--- config.mk ---
export PLATFORM = sky130hd
export DESIGN_NAME = hamming_serial_tx
export DESIGN_NICKNAME = d
export VERILOG_FILES = /design/src/rtl/hamming_serial_tx.sv
export SDC_FILE = /design/constraint.sdc
export NUM_CORES = 1
export LEC_CHECK = 0
export BUFFER_PORTS_ARGS = -buffer_cell sky130_fd_sc_hd__buf_4
export CAP_MARGIN = 10
export CORE_ASPECT_RATIO = 0.7
export CORE_UTILIZATION = 62
export CTS_BUF_LIST = sky130_fd_sc_hd__clkbuf_8
export CTS_CLUSTER_SIZE = 8
export DETAILED_ROUTE_END_ITERATION = 7
export PLACE_DENSITY = 0.81
export SLEW_MARGIN = 20
export SYNTH_ARGS = -nofsm -noshare
export SYNTH_HDL_FRONTEND = slang
export SYNTH_SLANG_ARGS = --single-unit
export TNS_END_PERCENT = 10
--- constraint.sdc ---
create_clock -name clk -period 3.1 [get_ports clk]
set_input_delay 0.62 -clock clk [delete_from_list [all_inputs] [get_ports clk]]
set_output_delay 0.62 -clock clk [all_outputs]
set_load 0.02 [all_outputs]
--- src/rtl/hamming_serial_tx.sv ---
// Serial line transmitter for Hamming(7,4) codewords.
// Codewords are buffered in a small circular FIFO and each one is sent as a
// UART-style frame: one low start bit, CW_WIDTH data bits LSB first, and one
// high stop bit, each bit held for BIT_CYCLES clocks. Back-to-back frames are
// sent with no idle gap when the FIFO already holds the next codeword.
module hamming_serial_tx #(
  parameter int CW_WIDTH   = 7,
  parameter int FIFO_DEPTH = 4,
  parameter int BIT_CYCLES = 4
) (
  input  logic                          clk,
  input  logic                          rst,
  input  logic [CW_WIDTH-1:0]           in_codeword,
  input  logic                          in_valid,
  output logic                          in_ready,
  output logic                          tx_line,
  output logic                          tx_busy,
  output logic                          frame_done,
  output logic [$clog2(FIFO_DEPTH):0]   fifo_count
);

  localparam int PW = (FIFO_DEPTH > 1) ? $clog2(FIFO_DEPTH) : 1;
  localparam int BW = (BIT_CYCLES > 1) ? $clog2(BIT_CYCLES) : 1;
  localparam int IW = (CW_WIDTH   > 1) ? $clog2(CW_WIDTH)   : 1;

  localparam logic [BW-1:0] BIT_LAST = BW'(BIT_CYCLES - 1);
  localparam logic [IW-1:0] IDX_LAST = IW'(CW_WIDTH - 1);
  localparam logic [PW:0]   CNT_FULL = (PW+1)'(FIFO_DEPTH);

  localparam logic [1:0] S_IDLE  = 2'd0;
  localparam logic [1:0] S_START = 2'd1;
  localparam logic [1:0] S_DATA  = 2'd2;
  localparam logic [1:0] S_STOP  = 2'd3;

  logic [1:0]          state_q,   state_d;
  logic [BW-1:0]       bit_cnt_q, bit_cnt_d;
  logic [IW-1:0]       idx_q,     idx_d;
  logic [CW_WIDTH-1:0] shreg_q,   shreg_d;
  logic [PW-1:0]       wr_ptr_q,  wr_ptr_d;
  logic [PW-1:0]       rd_ptr_q,  rd_ptr_d;
  logic [PW:0]         count_q,   count_d;
  logic                tx_line_q, tx_line_d;
  logic                tx_busy_q, tx_busy_d;
  logic                frame_done_q, frame_done_d;
  logic [CW_WIDTH-1:0] mem_q [FIFO_DEPTH];
  logic [CW_WIDTH-1:0] mem_d [FIFO_DEPTH];

  logic push, pop, bit_last;

  // Ready depends on occupancy only, so a same-cycle pop never frees a slot.
  assign in_ready = (count_q != CNT_FULL);
  assign push     = in_valid & in_ready;
  assign bit_last = (bit_cnt_q == BIT_LAST);

  // FSM, FIFO bookkeeping and next-value of the registered line outputs.
  always_comb begin
    state_d   = state_q;
    bit_cnt_d = bit_cnt_q;
    idx_d     = idx_q;
    shreg_d   = shreg_q;
    wr_ptr_d  = wr_ptr_q;
    rd_ptr_d  = rd_ptr_q;
    mem_d     = mem_q;
    pop       = 1'b0;

    case (state_q)
      S_IDLE: begin
        if (count_q != '0) begin
          pop       = 1'b1;
          shreg_d   = mem_q[rd_ptr_q];
          bit_cnt_d = '0;
          state_d   = S_START;
        end
      end
      S_START: begin
        if (bit_last) begin
          bit_cnt_d = '0;
          idx_d     = '0;
          state_d   = S_DATA;
        end else begin
          bit_cnt_d = bit_cnt_q + BW'(1);
        end
      end
      S_DATA: begin
        if (bit_last) begin
          bit_cnt_d = '0;
          if (idx_q == IDX_LAST) state_d = S_STOP;
          else                   idx_d   = idx_q + IW'(1);
        end else begin
          bit_cnt_d = bit_cnt_q + BW'(1);
        end
      end
      default: begin // S_STOP
        if (bit_last) begin
          bit_cnt_d = '0;
          // Chain straight into the next frame when one is waiting.
          if (count_q != '0) begin
            pop     = 1'b1;
            shreg_d = mem_q[rd_ptr_q];
            state_d = S_START;
          end else begin
            state_d = S_IDLE;
          end
        end else begin
          bit_cnt_d = bit_cnt_q + BW'(1);
        end
      end
    endcase

    if (push) begin
      mem_d[wr_ptr_q] = in_codeword;
      wr_ptr_d        = wr_ptr_q + PW'(1);
    end
    if (pop) rd_ptr_d = rd_ptr_q + PW'(1);

    case ({push, pop})
      2'b10:   count_d = count_q + (PW+1)'(1);
      2'b01:   count_d = count_q - (PW+1)'(1);
      default: count_d = count_q;
    endcase

    // Outputs are registered from the next state so the line changes on the
    // same edge the FSM does.
    case (state_d)
      S_START: tx_line_d = 1'b0;
      S_DATA:  tx_line_d = shreg_d[idx_d];
      default: tx_line_d = 1'b1;
    endcase
    tx_busy_d    = (state_d != S_IDLE);
    frame_done_d = (state_d == S_STOP) && (bit_cnt_d == BIT_LAST);
  end

  // State registers; reset aborts any frame and discards buffered codewords.
  always_ff @(posedge clk) begin
    if (rst) begin
      state_q      <= S_IDLE;
      bit_cnt_q    <= '0;
      idx_q        <= '0;
      shreg_q      <= '0;
      wr_ptr_q     <= '0;
      rd_ptr_q     <= '0;
      count_q      <= '0;
      tx_line_q    <= 1'b1;
      tx_busy_q    <= 1'b0;
      frame_done_q <= 1'b0;
      for (int i = 0; i < FIFO_DEPTH; i++) mem_q[i] <= '0;
    end else begin
      state_q      <= state_d;
      bit_cnt_q    <= bit_cnt_d;
      idx_q        <= idx_d;
      shreg_q      <= shreg_d;
      wr_ptr_q     <= wr_ptr_d;
      rd_ptr_q     <= rd_ptr_d;
      count_q      <= count_d;
      tx_line_q    <= tx_line_d;
      tx_busy_q    <= tx_busy_d;
      frame_done_q <= frame_done_d;
      mem_q        <= mem_d;
    end
  end

  assign tx_line    = tx_line_q;
  assign tx_busy    = tx_busy_q;
  assign frame_done = frame_done_q;
  assign fifo_count = count_q;

endmodule

Word-level counts from Yosys, hierarchy flattened
Index checks and enable logic that the tools add are counted.
{"block": "totals", "reg_bits": 52, "in_bits": 10, "output_inout_bits": 7, "word_cells": 75}
{"block": "op_classes", "add_sub_neg": 6, "order_cmp": 4, "eq_ne": 11, "mux": 30, "bitwise": 3, "n_reduce_logical": 7}
{"op": "7-bit 2-to-1 mux", "n": 5}
{"op": "28-bit bitwise mux", "n": 1}
{"op": "2-bit 2-to-1 mux", "n": 8}
{"op": "7-bit binary-select mux with 2-bit select", "n": 1}
{"op": "7-bit demux with 2-bit select", "n": 1}
{"op": "7-bit one-hot mux with 2 select lines", "n": 1}
{"op": "2-bit == test, second input constant", "n": 6}
{"op": "3-bit one-hot mux with 2 select lines", "n": 2}
{"op": "3-bit 2-to-1 mux", "n": 3}
{"op": "2-bit by 1-bit adder with 2-bit output, second input constant", "n": 3}
{"op": "3-bit by 1-bit adder with 3-bit output, second input constant", "n": 2}
{"op": "2-bit by 1-bit == test with 1-bit output, second input constant", "n": 3}
{"op": "3-bit >= comparator, second input constant", "n": 2}
{"op": "2-bit NOT with 3-bit output", "n": 2}
{"op": "2-bit one-hot mux with 3 select lines", "n": 1}
{"op": "3-bit by 4-bit less-than comparator with 1-bit output, second input constant", "n": 1}
{"op": "1-bit 2-to-1 mux", "n": 4}
{"op": "1-bit one-hot mux with 2 select lines", "n": 2}
{"op": "2-bit nonzero test", "n": 2}
{"op": "1-bit binary-select mux with 3-bit select", "n": 1}
{"op": "3-bit == test, second input constant", "n": 1}
{"op": "3-bit by 1-bit less-than comparator with 1-bit output, second input constant", "n": 1}
{"op": "3-bit inequality test, second input constant", "n": 1}
{"op": "3-bit nonzero test", "n": 1}
{"op": "other kinds (5)", "n": 6}

Longest topological paths before layout
Gate-level depths: netlist (run 1).
{"block": "logic_depth", "depth_word": 10, "mapped_depth": 11, "ltp_nobuf": 11}

Least setup slack after synthesis (run 1)
No wires, ideal clock.
{"block": "synth_timing", "path_kind": "flip-flop to flip-flop", "from": "register count_q[2] (netlist: fifo_count[2])", "to": "register count_q[2] (netlist: fifo_count[2])", "setup_ns": 0.071, "arrival_ns": 2.443, "t_required_ns": 3.029, "setup_slack_ns": 0.586, "path_stages_with_launch": 11, "path_buffers": 1, "synth_period_minus_slack_ns": 2.514, "cell_sequence": "dfxtp_1 > nand3_1 > and2_1 > buf_2 > inv_2 > ha_1 > inv_1 > fa_1 > xor2_1 > or3_1 > a21oi_1"}
{"block": "synth_via", "word_cells_on_any_way": 12, "classes_between": "add/sub (2); eq/ne (3); mux (4); bitwise (1); reduce/logical (2)"}
{"element": "from (decl)", "line_no": "41", "rtl": "logic [PW:0] count_q, count_d;"}
{"element": "from (signal assigned)", "line_no": "154", "rtl": "count_q <= count_d;"}
{"element": "3-bit inequality test (*)", "line_no": "51", "rtl": "assign in_ready = (count_q != CNT_FULL);"}
{"element": "named net in_ready", "line_no": "15", "rtl": "output logic in_ready,"}
{"element": "1-bit bitwise AND (*)", "line_no": "52", "rtl": "assign push = in_valid & in_ready;"}
{"element": "2-bit by 1-bit == test with 1-bit output or 2-bit == test (tied branches)", "line_no": "116", "rtl": "case ({push, pop})"}
{"element": "3-bit one-hot mux with 2 select lines or 2-bit nonzero test (tied branches)"}
The timed path passes the listed nets; every way through them passes the cells marked *.
A chain may end at the register's enable or synchronous reset.

Worst setup path in the final report (run 1)
{"block": "layout_timing", "from": "register bit_cnt_q[0]", "to": "register count_q[2] (netlist: fifo_count[2])"}
{"block": "layout_via", "elab_chain_len": 5, "word_cells_on_any_way": 7, "classes_between": "eq/ne (3); mux (3); reduce/logical (1)"}
{"element": "from (decl)", "line_no": "36", "rtl": "logic [BW-1:0] bit_cnt_q, bit_cnt_d;"}
{"element": "from (signal assigned)", "line_no": "149", "rtl": "bit_cnt_q <= bit_cnt_d;"}
{"element": "2-bit == test (*)", "line_no": "53", "rtl": "assign bit_last = (bit_cnt_q == BIT_LAST);"}
{"element": "1-bit 2-to-1 mux (*)", "line_no": "94", "rtl": "if (bit_last) begin"}
{"element": "1-bit one-hot mux with 2 select lines (*)", "line_no": "66", "rtl": "case (state_q)"}
{"element": "named net pop", "line_no": "48", "rtl": "logic push, pop, bit_last;"}
{"element": "2-bit by 1-bit == test with 1-bit output or 2-bit == test (tied branches)", "line_no": "116"}
{"element": "3-bit one-hot mux with 2 select lines or 2-bit nonzero test (tied branches)"}
Marked as above.

==> metrics, run 1 <==
Yosys reg bits=52; Vias=between 2000 and 2500; Tcrit/Tclk final=0.847; Final Wtd Congestion=0.824; largest net degree at the start of global routing=52; Net Switching=~800 uW; clock tree buffer depth=2; post-layout instance area=between 2000 and 3000 sq um; P_int=1.26 mW; DP Area=roughly 2700 sq um; number of flops mapped to enable cells by yosys=0; Area Overhead vs Synth=7.49%; RSZ-0062 raised after global routing=no; Fill cells=roughly 330; sequential fraction of the synthesis area=0.407; crit end category=register; H-tree levels=2; Rel. slew slack=0.606; Net Sw Frac=0.390; PortBufs=16; wire per inst=roughly 16 um; share of post-route cells with drive strength above 1=0.128; WP data required=between 3 and 4 ns; Clk pin slew, worst setup/hold paths=~0.09 ns; Root Driver=clkbuf_8; Remaining Overflow, GRT=0; WP data arrival=approximately 2.9 ns; Die H=approximately 56 um; hpwl dp=~3900 um; crit path launch type=register; Slew @ Worst Pin=0.590 ns; clock tree sinks=52; Num CTS Buffers=5; Setup WS post-layout=~0.47 ns; initial antenna violation count=0; Detailed Route WL=5510 um; worst slack, placed=~0.52 ns; row count=19; clock skew=around 0.0037 ns; area of the multi-input gates=around 1400 sq um; clock latency on the worst-skew pair=about 0.31 ns; Initial DRC Count=roughly 190; max-cap violation count=0; hold_buf cts=0; Finish-stage setup viols=0; Async SR Flop Fraction=0; Mapped Cells=a little under 300; Power Density=about 750 nW/um^2; TritonCTS clock tree=done; I/O pin count=17; Worst VDD drop=0.549 mV; core area=around 3900 sq um; Post-Synthesis Net Count=around 320; Synth Cell Area=2560 sq um; flop-to-flop setup slack=0.47 ns; fin. max-slew vios=0; Max Fclk=between 300 and 400 MHz; setup TNS=0 ns; CTS resizes=0; Max Fanout on Critical Path=12; setup bufs post-CTS=0; combinational cell fraction of total power=0.402; n_diodes=0; Top FF cell, synth=dfxtp_1; die area=4390 sq um; clock power share=0.177; critical path type=register to register; Flop pwr share=0.421; DRT Pass-1 Iters=5; vias per cell=approximately 6.0; post-route ant nets=0; Synth warnings=0; Worst Hold Class=register to register; total track usage=0.276; # DRC=0; total power=around 2.1 mW; Seq. cell area=around 1000 sq um; post-synthesis cell type count=42; final hold viol count=0; P_leak=1.04 nW; Period minus WS final=about 2.6 ns; status=finished clean; first-pass GRT wire length=~9100 um; Initial Util=0.648; chip width=78.8 um; vias in the first global route=1892; nets@finish=around 320; synthesized area per cell=8.85 sq um
## final timing paths
path                              startpoint       endpoint  cells past startpoint
worst max-delay path            bit_cnt_q[0]  fifo_count[2]                      9
worst min-delay path                mem_q[6]       mem_q[6]                      2
worst max register to register  bit_cnt_q[0]  fifo_count[2]                      9
worst min register to register      mem_q[6]       mem_q[6]                      2
## power groups by stage
stage	sequential, mW	clock (mW)	combinational, mW
2_1_floorplan	0.867	0	0.631
3_3_place_gp	0.874	0	0.797
3_5_place_dp	0.881	0	0.819
4_1_cts	0.867	0.374	0.822
5_1_grt	0.880	0.398	0.912
6_report	0.865	0.365	0.827
## layout by cell type (no fill, tap or decap), types with 2 or more instances in the layout
master	n
nor3_1	2
o31ai_1	2
nand3_1	32
nor2b_1	2
nand2b_1	4
inv_1	13
nor3b_1	2
mux4_2	7
clkbuf_8	5
o21ai_0	5
ha_1	15
nand2_1	40
dfxtp_1	52
a22oi_2	2
and2_1	3
o21ai_1	3
a21oi_1	37
xor2_1	3
buf_4	17
a211oi_1	2
nor2_1	21
a21o_1	2
a22oi_1	5
xnor2_1	2
or3_1	2
## logic make-up after synthesis
group / count (synthesis) / share of synthesized area
simple gates: 113 / 0.213
xor+xnor: 5 / 0.0171
mux: 8 / 0.0660
fa+ha+maj: 16 / 0.0812
flops: 52 / 0.407
buf+inv: 30 / 0.0499
compound gates: 65 / 0.166
## cells in the mapped netlist (4+ instances only)
library cell  count  area, sq um
nand3_1          32          160
ha_1             15          188
dfxtp_1          52         1040
nand2b_1          4         25.0
a22oi_1           5         37.5
mux4_2            7          158
o21ai_0           5         25.0
inv_1            12         45.0
clkbuf_1         12         45.0
nor2_1           21         78.8
a21oi_1          37          185
nand2_1          40          150
## sequential cells by signal (all words and copies together) (netlist names)
signal	count
fifo_count	3
tx_line	1
shreg_q	7
rd_ptr_q	2
wr_ptr_q	2
bit_cnt_q	2
idx_q	3
frame_done	1
state_q	2
mem_q	28
tx_busy	1
## worst max-delay path, stage by stage, from the launching register on
cell and delay, ns:
dfxtp_1 0.36, ha_1 0.39, nand2_1 0.18, a21oi_4 0.33, ha_1 0.25, inv_1 0.07
fa_1 0.37, xor2_1 0.15, or3_1 0.30, a21oi_1 0.15
## metrics by stage
| step | hold WS (ns) | utilization | cells |
|---|---|---|---|
| finish | 0.457 | 0.697 | 348 |
| floorplan | 0.433 | - | 289 |
| global route | 0.485 | 0.697 | 348 |
| global placement | 0.440 | 0.677 | 341 |
| CTS | 0.456 | 0.697 | 348 |
| detailed placement | 0.444 | 0.677 | 341 |
## per-layer routing
metal  vias up  wire length, um  GRT usage
met5         -                0          0
met4         0               79      0.108
met3         7              367     0.0607
li1       1020                -          -
met1       987             2590      0.403
met2        72             2480      0.395
## cell type report
cell class | instances | share of cell area
Inverter | 13 | 0.0178
Clock buffer | 5 | 0.0250
Clock inverter | 2 | 0.00319
Timing Repair Buffer | 17 | 0.0464
Tap cell | 52 | 0.0237
Sequential cell | 52 | 0.379
Multi-Input combinational cell | 207 | 0.505
Note: power is estimated with default switching activity, not from simulation.
==> run 2, diff against run 1 <==
==> constraint.sdc (replaced) <==
create_clock -name clk -period 2.5 [get_ports clk]
set_input_delay 0.5 -clock clk [delete_from_list [all_inputs] [get_ports clk]]
set_output_delay 0.5 -clock clk [all_outputs]
set_load 0.02 [all_outputs]
==> run 2 against run 1 <==
Effect of this change:
- routed wire length rose by 2.8%
- count of clock-buffer cells in the layout rose by 2
- sequential power up 21%
- worst setup slack worse by 0.30 ns
- design area grew 2.2%
- cell count rose by 1.1%
- largest power group is now combinational cells
==> metrics, run 2 (synthesis gave the netlist of run 1 again) <==
PortBufs=16 (unchanged); wire per inst=16.1 um (+1.7%); max-cap violation count=0 (unchanged); post-layout instance area=2810 sq um (+2.2%); row count=19 (unchanged); clock skew=0.00707 ns (+0.00338 ns); hpwl dp=3930 um (+1.4%); Worst VDD drop=0.626 mV (+14%); fin. max-slew vios=0 (unchanged); Worst Hold Class=register to register; Root Driver=clkbuf_8; vias in the first global route=2107 (+11%); crit-path leading delay family=simple AND/OR/NAND/NOR gates; DRT Pass-1 Iters=5 (unchanged); Tcrit/Tclk final=0.931 (+0.0831); die area=4390 sq um (unchanged); area of the multi-input gates=1400 sq um (+0.72%); vias per cell=6.04 (+0.76%); TritonCTS clock tree=done; Area Overhead vs Synth=9.88%; # DRC=0 (unchanged); total power=2.67 mW (+30%); CP max-delay cell=dfxtp_1; n_diodes=0 (unchanged); clock tree buffer depth=2 (unchanged); clock tree sinks=52 (unchanged); first-pass GRT wire length=9830 um (+7.6%); critical path type=register to register; Detailed Route WL=5670 um (+2.8%); top flop regs=mem_q (28), shreg_q (7); Num CTS Buffers=5 (unchanged); setup bufs post-CTS=0 (unchanged); initial antenna violation count=0 (unchanged); P_leak=1.06 nW (+2.0%); crit path launch type=register; Period minus WS final=2.33 ns (-0.301 ns); status=finished clean; Final Wtd Congestion=0.929 (+13%); final hold viol count=0 (unchanged); setup TNS=0 ns (unchanged); CTS resizes=0 (unchanged); commonest non-fill, non-tap cell in the layout=dfxtp_1; WP data arrival=2.53 ns (-0.33 ns); Initial DRC Count=130 (-30%); RSZ-0062 raised after global routing=no; Finish-stage setup viols=0 (unchanged); Initial Util=0.648 (unchanged); most frequent cells in the layout=dfxtp_1, nand2_1, a21oi_1; post-route ant nets=0 (unchanged); Slew @ Worst Pin=0.523 ns (-0.0675 ns); crit end category=register; H-tree levels=2 (unchanged); I/O pin count=17 (unchanged); critical-path cell list=inv_1, ha_2, nand2_1, or3_1, and2_1, mux2_1, nand3_1, a311o_1; Rel. slew slack=0.652 (+0.0455); Max Fclk=430 MHz (+13%); total track usage=0.293 (+0.0176); largest net degree at the start of global routing=52 (unchanged); clock latency on the worst-skew pair=0.31 ns (about the same); chip width=78.8 um (unchanged); Power Density=951 nW/um^2 (+27%); max reg flops=28 (unchanged); Most flops, register=mem_q; Max Fanout on Critical Path=6 (-6); nets@finish=326 (+1.2%); hold_buf cts=0 (unchanged); Clk pin slew, worst setup/hold paths=0.09 ns (about the same); Layout Utilization=0.712 (+0.0155); Die H=55.7 um (unchanged); WP data required=2.70 ns (-0.64 ns); Vias=2126 (+1.9%); Fill cells=328 (-1.2%); Max stage delay on crit path=0.40 ns (about the same); DP Area=2700 sq um (+1.2%); core area=3950 sq um (unchanged); Seq. cell area=1040 sq um (+0.24%); Remaining Overflow, GRT=0 (unchanged); WP buf/inv=1 (unchanged); share of post-route cells with drive strength above 1=0.163 (+0.0350)
## run 2: final cells by class
cell class | instances | share of cell area
Multi-Input combinational cell | 207 | 0.498
Clock buffer | 7 | 0.0343
Inverter | 13 | 0.0174
Tap cell | 52 | 0.0232
Timing Repair Buffer | 21 | 0.0561
Sequential cell | 52 | 0.371
## run 2: report_power, final
part,leakage (nW),internal [mW],total [mW],switching [mW]
Clock,0.0503,0.247,0.512,0.265
Sequential,0.423,0.944,1.05,0.102
Combinational,0.587,0.468,1.11,0.645
## run 2: metrics by stage
stage          instances  setup slack, ns  hold WS (ns)
2_1_floorplan        289           0.0729         0.433
3_3_place_gp         345            0.212         0.439
3_5_place_dp         345            0.137         0.448
4_1_cts              352            0.114         0.461
5_1_grt              352           0.0476         0.458
6_report             352            0.174         0.461
## run 2: metal layers
layer,global-route usage,share of wire,vias up
met4,0.130,0.031,0
met2,0.439,0.44,90
met3,0.0607,0.081,19
li1,-,-,1021
met1,0.410,0.44,996
met5,0,0,-
## run 2: worst reg2reg max path: stages, from the launching register on
cell	delay (ns)
dfxtp_1	0.40
inv_1	0.10
ha_2	0.40
nand2_1	0.10
or3_1	0.37
and2_1	0.22
mux2_1	0.21
nand3_1	0.08
a311o_1	0.36
## run 2: path summary, 6_finish.rpt
| path | from | endpoint | slack, ns | cells after the start |
|---|---|---|---|---|
| worst max-delay path | state_q[1] | tx_line | 0.17 | 8 |
| worst min register to register | mem_q[9] | mem_q[9] | 0.46 | 2 |
| worst min-delay path | mem_q[9] | mem_q[9] | 0.46 | 2 |
| worst max register to register | state_q[1] | tx_line | 0.17 | 8 |
==> run 3, diff against run 2 <==
--- a/config.mk
+++ b/config.mk
@@ -8,11 +8,11 @@
 export BUFFER_PORTS_ARGS = -buffer_cell sky130_fd_sc_hd__buf_4
 export CAP_MARGIN = 10
 export CORE_ASPECT_RATIO = 0.7
-export CORE_UTILIZATION = 62
+export CORE_UTILIZATION = 67
 export CTS_BUF_LIST = sky130_fd_sc_hd__clkbuf_8
 export CTS_CLUSTER_SIZE = 8
 export DETAILED_ROUTE_END_ITERATION = 7
-export PLACE_DENSITY = 0.81
+export PLACE_DENSITY = 0.87
 export SLEW_MARGIN = 20
 export SYNTH_ARGS = -nofsm -noshare
 export SYNTH_HDL_FRONTEND = slang
==> constraint.sdc (replaced) <==
create_clock -name clk -period 2.9 [get_ports clk]
set_input_delay 0.58 -clock clk [delete_from_list [all_inputs] [get_ports clk]]
set_output_delay 0.58 -clock clk [all_outputs]
set_load 0.02 [all_outputs]
==> run 3 against run 2 <==
Effect of this change:
- sequential cell count did not move
- utilization up 6.1 points
- sequential power down 12%
- non-clock buffer count fell by 3
- critical path type unchanged
==> metrics, run 3 (synthesis gave the netlist of run 1 again) <==
vias in the first global route=1825 (-13%); Die H=53.7 um (-3.7%); clock skew=0.00673 ns (-0.000343 ns); Tcrit/Tclk final=0.925 (-0.00526); Initial Util=0.714 (+0.0661); WP buf/inv=1 (unchanged); Setup WS post-layout=0.217 ns (+0.0430 ns); reg-to-reg startpoint=state_q[0]; crit-path leading delay family=adder cells; n_diodes=0 (unchanged); TritonCTS clock tree=done; final hold viol count=0 (unchanged); critical path type=register to register; share of post-route cells with drive strength above 1=0.134 (-0.0291); clock tree buffer depth=2 (unchanged); DRT Pass-1 Iters=5 (unchanged); setup TNS=0 ns (unchanged); hpwl dp=3860 um (-1.9%); Rel. slew slack=0.620 (-0.0314); Max stage delay on crit path=0.44 ns (+0.04 ns); fin. max-slew vios=0 (unchanged); P_leak=1.05 nW (-1.1%); Slew @ Worst Pin=0.569 ns (+0.0463 ns); Most flops, register=mem_q; WP data required=3.13 ns (+0.43 ns); Worst VDD drop=0.532 mV (-15%); flop-to-flop setup slack=0.22 ns (+0.04 ns); largest net degree at the start of global routing=52 (unchanged); die area=4070 sq um (-7.2%); Critical R2R Capture=fifo_count[2]; top flop regs=mem_q (28), shreg_q (7); post-route ant nets=0 (unchanged); max-cap violation count=0 (unchanged); Root Driver=clkbuf_8; CTS resizes=0 (unchanged); Fill cells=246 (-25%); Final Wtd Congestion=0.794 (-15%); RSZ-0062 raised after global routing=no; max reg flops=28 (unchanged); Finish-stage setup viols=0 (unchanged); row count=18 (-1); Initial DRC Count=240 (+85%); Most common cell on crit path=ha_1; Max Fanout on Critical Path=10 (+4); Remaining Overflow, GRT=0 (unchanged); nets@finish=323 (-0.92%); Detailed Route WL=5590 um (-1.4%); hold_sp=mem_q[10]; Worst Hold Endpoint=mem_q[10]; core area=3580 sq um (-9.3%); critical-path cell list=ha_1, nand2_1, a21oi_4, ha_1, inv_1, fa_1, xor2_1, or3_1, a21oi_1; total power=2.24 mW (-16%); chip width=75.8 um (-3.7%); I/O pin count=17 (unchanged); H-tree levels=2 (unchanged); setup bufs post-CTS=0 (unchanged); Worst Hold Class=register to register; PortBufs=16 (unchanged); WHS=0.457 ns (-0.00398 ns); commonest non-fill, non-tap cell in the layout=dfxtp_1; clock tree sinks=52 (unchanged); Hold Path Depth=2 (unchanged); CP max-delay cell=dfxtp_1; Clk pin slew, worst setup/hold paths=0.09 ns (about the same); crit path launch type=register; # DRC=0 (unchanged); Area Overhead vs Synth=8.32%; Power Density=810 nW/um^2 (-15%); wire per inst=16.1 um (-0.30%); total track usage=0.297 (+0.00391); clock latency on the worst-skew pair=0.30 ns (about the same); worst slack, placed=0.339 ns (+0.202 ns); first-pass GRT wire length=8650 um (-12%); Period minus WS final=2.68 ns (+0.357 ns); Vias=2119 (-0.33%); reg2reg path depth=9 (+1); initial antenna violation count=0 (unchanged); vias per cell=6.09 (+0.82%); crit end category=register; most frequent cells in the layout=dfxtp_1, nand2_1, a21oi_1; status=finished clean; Num CTS Buffers=5 (unchanged); hold_buf cts=0 (unchanged); Max Fclk=373 MHz (-13%); WP data arrival=2.91 ns (+0.38 ns)
run 3: changes by cell type in the layout (fill, tap and decap cells not counted):
| cell | change |
|---|---|
| buf_4 | -3 |
| clkbuf_8 | -1 |
| clkinvlp_4 | +1 |
| dfxtp_1 | +2 |
| dfxtp_2 | -2 |
| ha_1 | +3 |
| ha_2 | -3 |
| inv_1 | +1 |
| nor2b_1 | +1 |
| nor2b_2 | -1 |
run 3: final cells by class:
class	instances	area, sq um	area share
Clock buffer	6	82.6	0.0298
Clock inverter	2	11.3	0.00407
Inverter	13	48.8	0.0176
Multi-Input combinational cell	207	1390	0.501
Sequential cell	52	1040	0.376
Tap cell	50	62.6	0.0226
Timing Repair Buffer	18	135	0.0488
run 3: through the flow:
step | util | instance area [sq um] | std cells
after floorplan | - | 2560 | 289
after global placement | 0.747 | 2680 | 340
after detailed placement | 0.747 | 2680 | 340
after CTS | 0.774 | 2770 | 348
after global routing | 0.774 | 2770 | 348
final | 0.774 | 2770 | 348
run 3: worst max-delay path by stage:
stage | to | slack [ns] | startpoint | cells past startpoint
after floorplan | fifo_count[2] | 0.39 | fifo_count[2] | 10
after detailed placement | fifo_count[2] | 0.34 | state_q[0] | 9
after global routing | fifo_count[2] | 0.1 | state_q[0] | 9
after CTS | fifo_count[2] | 0.23 | state_q[0] | 9
final | fifo_count[2] | 0.22 | state_q[0] | 9
after global placement | fifo_count[2] | 0.44 | state_q[0] | 9
run 3: worst register-to-register path: stages, from the launching register on:
cell and delay (ns):
dfxtp_1 0.44, ha_1 0.33, nand2_1 0.17, a21oi_4 0.34, ha_1 0.27, inv_1 0.07
fa_1 0.39, xor2_1 0.16, or3_1 0.31, a21oi_1 0.14
run 3: routing by layer:
metal  wire, um  global-route usage
met1       2490               0.427
met2       2520               0.422
met3        487              0.0899
met4         85               0.105
met5          0                   0
run 3: power breakdown:
group | internal, mW | total, mW | switching, mW | leakage, nW
clock | 0.191 | 0.419 | 0.229 | 0.0486
sequential | 0.811 | 0.925 | 0.114 | 0.423
combinational | 0.375 | 0.899 | 0.524 | 0.578
